===== src/rtl/gb_frame_scaler.sv =====
// Scales the 160x144 Game Boy frame buffer 3x into a centred window of the 640x480 raster.
// Optional build macro SCANLINES_EN halves the palette colour on the third line of each source row.
module gb_frame_scaler #(
    parameter int unsigned X0     = 80,
    parameter int unsigned Y0     = 24,
    parameter int unsigned FB_LAT = 1,
    parameter logic [11:0] PAL0   = 12'hEFD,
    parameter logic [11:0] PAL1   = 12'hAC8,
    parameter logic [11:0] PAL2   = 12'h564,
    parameter logic [11:0] PAL3   = 12'h132,
    parameter logic [11:0] BORDER = 12'h000
) (
    input  logic        pixel_clk,
    input  logic        reset,
    input  logic [9:0]  drawX,
    input  logic [9:0]  drawY,
    input  logic        hs_in,
    input  logic        vs_in,
    input  logic        active_nblank_in,
    input  logic        frame_ready,
    output logic        fb_rd_en,
    output logic [14:0] fb_rd_addr,
    input  logic [1:0]  fb_rd_data,
    output logic        buf_sel,
    output logic [3:0]  red,
    output logic [3:0]  green,
    output logic [3:0]  blue,
    output logic        hs_out,
    output logic        vs_out,
    output logic        active_nblank_out
);

    localparam int unsigned DlyLen = FB_LAT + 1;
    localparam logic [9:0] XStart = 10'(X0);
    localparam logic [9:0] XLast  = 10'(X0 + 479);
    localparam logic [9:0] XEnd   = 10'(X0 + 480);
    localparam logic [9:0] YStart = 10'(Y0);
    localparam logic [9:0] YEnd   = 10'(Y0 + 432);
    localparam logic [9:0] SwapY  = 10'd480;

    logic        in_win;
    logic [1:0]  col_sub_q, col_sub_cur, row_sub_q;
    logic [7:0]  col_q, col_cur;
    logic [14:0] row_base_q, addr_cur;
    logic        pending_q, swap_pt;

    // Flag delay lines; the top entry lines up with fb_rd_data.
    logic [DlyLen-1:0] hs_p, vs_p, act_p, win_p;
`ifdef SCANLINES_EN
    logic [DlyLen-1:0] scan_p;
`endif
    logic [11:0] pal_rgb, rgb_d;

    assign in_win  = (drawX >= XStart) && (drawX < XEnd) && (drawY >= YStart) && (drawY < YEnd);
    assign swap_pt = (drawY == SwapY) && (drawX == 10'd0);

    // The first window column starts the column counters from zero in the same cycle.
    always_comb begin
        if (drawX == XStart) begin
            col_sub_cur = 2'd0;
            col_cur     = 8'd0;
        end else begin
            col_sub_cur = col_sub_q;
            col_cur     = col_q;
        end
        addr_cur = row_base_q + 15'(col_cur);
    end

    always_ff @(posedge pixel_clk) begin
        if (reset) begin
            fb_rd_en   <= 1'b0;
            fb_rd_addr <= 15'd0;
            col_sub_q  <= 2'd0;
            col_q      <= 8'd0;
            row_sub_q  <= 2'd0;
            row_base_q <= 15'd0;
        end else begin
            fb_rd_en <= in_win;
            if (in_win) begin
                fb_rd_addr <= addr_cur;
                if (col_sub_cur == 2'd2) begin
                    col_sub_q <= 2'd0;
                    col_q     <= col_cur + 8'd1;
                end else begin
                    col_sub_q <= col_sub_cur + 2'd1;
                    col_q     <= col_cur;
                end
            end
            if (drawY == YStart && drawX == 10'd0) begin
                row_sub_q  <= 2'd0;
                row_base_q <= 15'd0;
            end else if (in_win && drawX == XLast) begin
                if (row_sub_q == 2'd2) begin
                    row_sub_q  <= 2'd0;
                    row_base_q <= row_base_q + 15'd160;
                end else begin
                    row_sub_q <= row_sub_q + 2'd1;
                end
            end
        end
    end

    // A frame completed exactly on the swap cycle stays queued behind the one being swapped in.
    always_ff @(posedge pixel_clk) begin
        if (reset) begin
            buf_sel   <= 1'b0;
            pending_q <= 1'b0;
        end else if (swap_pt) begin
            if (pending_q || frame_ready) buf_sel <= ~buf_sel;
            pending_q <= pending_q & frame_ready;
        end else if (frame_ready) begin
            pending_q <= 1'b1;
        end
    end

    always_ff @(posedge pixel_clk) begin
        if (reset) begin
            hs_p   <= '0;
            vs_p   <= '0;
            act_p  <= '0;
            win_p  <= '0;
`ifdef SCANLINES_EN
            scan_p <= '0;
`endif
        end else begin
            hs_p   <= {hs_p[DlyLen-2:0], hs_in};
            vs_p   <= {vs_p[DlyLen-2:0], vs_in};
            act_p  <= {act_p[DlyLen-2:0], active_nblank_in};
            win_p  <= {win_p[DlyLen-2:0], in_win};
`ifdef SCANLINES_EN
            scan_p <= {scan_p[DlyLen-2:0], in_win && (row_sub_q == 2'd2)};
`endif
        end
    end

    always_comb begin
        case (fb_rd_data)
            2'd0:    pal_rgb = PAL0;
            2'd1:    pal_rgb = PAL1;
            2'd2:    pal_rgb = PAL2;
            default: pal_rgb = PAL3;
        endcase
`ifdef SCANLINES_EN
        if (scan_p[DlyLen-1]) begin
            pal_rgb = {1'b0, pal_rgb[11:9], 1'b0, pal_rgb[7:5], 1'b0, pal_rgb[3:1]};
        end
`endif
        rgb_d = 12'h000;
        if (act_p[DlyLen-1]) rgb_d = win_p[DlyLen-1] ? pal_rgb : BORDER;
    end

    always_ff @(posedge pixel_clk) begin
        if (reset) begin
            {red, green, blue} <= 12'h000;
            hs_out             <= 1'b0;
            vs_out             <= 1'b0;
            active_nblank_out  <= 1'b0;
        end else begin
            {red, green, blue} <= rgb_d;
            hs_out             <= hs_p[DlyLen-1];
            vs_out             <= vs_p[DlyLen-1];
            active_nblank_out  <= act_p[DlyLen-1];
        end
    end

endmodule


===== config.mk =====
export PLATFORM = sky130hd
export DESIGN_NAME = gb_frame_scaler
export DESIGN_NICKNAME = d
export VERILOG_FILES = /design/src/rtl/gb_frame_scaler.sv
export SDC_FILE = /design/constraint.sdc
export NUM_CORES = 1
export LEC_CHECK = 0
export BUFFER_PORTS_ARGS = -buffer_cell sky130_fd_sc_hd__buf_2
export CAP_MARGIN = 0
export CORE_ASPECT_RATIO = 0.7
export CORE_MARGIN = 2
export CORE_UTILIZATION = 55
export DETAILED_ROUTE_END_ITERATION = 8
export MAX_ROUTING_LAYER = met4
export PLACE_DENSITY = 0.91
export SYNTH_ARGS = -nofsm -noshare
export SYNTH_HDL_FRONTEND = slang
export SYNTH_SLANG_ARGS = --single-unit

===== constraint.sdc =====
create_clock -name pixel_clk -period 4.34 [get_ports pixel_clk]
set_input_delay 0.434 -clock pixel_clk [delete_from_list [all_inputs] [get_ports pixel_clk]]
set_output_delay 0.434 -clock pixel_clk [all_outputs]
set_load 0.05 [all_outputs]

==> metrics.cfg <==
[die]
die_h_um = 62.7
die_x_um = 87.9
initial_core_util_pct = 57.0
core_um2 = 4760
io_pins = 60
rows = 21
fp.dieArea_um2 = 5510

[worst_setup_path]
cp-end-kind = register
cp.arrival_ns = 3.27
worstPathRequired_ns = 4.58
start_kind = input pin
worst-setup-path-type = input pin to register
crit_fanout = 12

[clocking]
clock_latency_ns = 0.33
cts-resized-gates = 0
cts_buffers = 9
htreeDepth = 3
cts_hold_buf = 0
cts_setup_buffers = 0
clk_path_buf_depth = 2
cts.sinks = 58
clkTransAtPathRegs_ns = 0.07
cts_root_buffer = clkbuf_8
cts_tree = yes

[power_and_ir_drop]
peakVddDrop_uv = 211
netSwitchingPower_mw = 0.300
intPower_mw = 0.958
seq_power_share_pct = 43.4
power_frac_comb_pct = 7.4
power_switching_share_pct = 23.8
pwr-share-clk_pct = 49.1
power_density_nw_per_um2 = 384
p_leak_nw = 1.34

[yosys]
yosys.area.top_type = dfxtp_1
ys.flop_type = dfxtp_1
yosysTopAreaCellShare_pct = 42.9
synthTopCellsByCount = dfxtp_1, a21oi_1, nand2_1
yosysSeqAreaShare_pct = 42.9
yosysUniqueCellTypes = 52
syn_inst = 305
synthArstFlopShare_pct = 0
synth_most_common_cell = dfxtp_1
synth_nets = 342
syn-cell-area_um2 = 2710
ys_ff_latch = 58
syn_avg_cell_area_um2 = 8.88
synth_edf_count = 0
yosys_warnings = 0
netlist_top_cells_area = dfxtp_1, a21oi_1, ha_1

[global_routing]
grt_pass1_wl_um = 10400
grt_use_total_pct = 24.3
grt-ovfl-total = 0
grt_max_degree = 40
grt_pass1_vias = 2287
antenna_found_initial = 0

[timing]
setup_viol_count_final = 0
rsz0062_at_grt = false
relSlewSlack_pct = 48.3
timing.final.ws_setup_ns = 1.31
tightest_slew_ns = 0.773
tns_ns = 0
fin_skew_ns = 0.00945
fmax_ghz = 0.330
fin_crit_ns = 3.03
hold_ws_ns = 0.340
drv_slew = 0
fin_crit_sh_pct = 69.8
hold_viol_final = 0

[place]
dp.cells = 419
pre_cts_ws_ns = 1.02
gp_congestion = 0.927
portBuffers = 59
dp.final_hpwl_um = 4430

[detailed_routing]
viasPerCell = 5.81
post_drt_wl_per_cell_um = 14.6
vias = 2526
finalWirelength_um = 6330
drtAntennaViolNets = 0
drc = 0
firstDrtPassIters = 4
drtIter0Drc = 218

[layout]
drive_above_1_share_pct = 23.8
n_antenna_cell = 0
area_delta_synth_final_pct = 20.8
stdcell_count = 435
final_nets = 398

[flow_run]
maxCapViolCount = 0

[run_status]
status = finished clean

[min_path]
hp-class = input pin to register

-- per-stage QoR --
stage | area [um^2] | power (mW) | utilization (%)
floorplan | 2710 | 0.619 | -
global route | 3270 | 1.30 | 68.8
CTS | 3270 | 1.26 | 68.8
global placement | 3020 | 0.648 | 63.6
finish | 3270 | 1.26 | 68.8
detailed placement | 3020 | 0.650 | 63.6
-- placed cells by master, fill, tap and decap left out, drive strengths merged, types with 7 or more instances in the layout --
cell type and count:
nor2b 14, ha 9, a21oi 34, nor2 24, and2 7, buf 60, nand2 25, nand3 13
clkbuf 9, or3 16, o21ai 18, dfxtp 58
-- cell families (layout without fill, tap and decap cells) --
family / count (synthesis) / after routing / share of synthesized area [%]
buffers and inverters: 18 / 79 / 3.14
AND/OR/NAND/NOR: 137 / 137 / 29.4
multiplexers: 1 / 1 / 0.370
flip-flops: 58 / 58 / 42.9
adder cells (fa/ha/maj): 10 / 10 / 4.53
XOR/XNOR: 6 / 6 / 1.94
AO/OA/AOI/OAI: 75 / 75 / 17.7
-- critical path, cell delays in order --
cell and delay, ns:
buf_2 0.11, or4_4 0.59, or3_1 0.56, and2_1 0.23, ha_1 0.36, a31oi_1 0.44, a21oi_1 0.15, xnor2_1 0.15
a211oi_1 0.23
-- per-layer routing --
| layer | share of wire [%] | global-route usage, % |
|---|---|---|
| met5 | 0 | - |
| met3 | 10 | 7.27 |
| met2 | 44 | 36.9 |
| met4 | 0.76 | 6.54 |
| met1 | 45 | 31.6 |
-- final timing paths --
path	start	endpoint	cells past startpoint	slack (ns)
worst min-delay path	vs_in	vs_p[0]	2	0.34
worst max-delay path	drawX[0]	fb_rd_addr[10]	9	1.31
worst min register to register	fb_rd_addr[2]	fb_rd_addr[2]	2	0.45
worst max register to register	col_q[6]	fb_rd_addr[9]	7	2.43
-- state kept, by name, indices dropped and copies added, names as in the netlist, 2 cells and up --
register and cells:
col_sub_q 2, row_sub_q 2, col_q 8, row_base_q 10, hs_p 2, act_p 2
vs_p 2, win_p 2, red 3, fb_rd_addr 15, blue 2, green 3
-- layout make-up --
type	instances	area, um^2
Sequential cell	58	1160
Fill cell	347	1480
Multi-Input combinational cell	229	1460
Tap cell	69	86.3
Clock inverter	7	125
Inverter	3	11.3
Clock buffer	9	124
Timing Repair Buffer	60	303
-- power by group through the flow --
| stage | Sequential (mW) | Clock (mW) | Combinational, mW |
|---|---|---|---|
| 2_1_floorplan | 0.576 | 0 | 0.0428 |
| 3_3_place_gp | 0.558 | 0 | 0.0905 |
| 3_5_place_dp | 0.558 | 0 | 0.0920 |
| 4_1_cts | 0.546 | 0.625 | 0.0932 |
| 5_1_grt | 0.547 | 0.648 | 0.102 |
| 6_report | 0.546 | 0.618 | 0.0937 |
(Power assumes the default switching activity.)
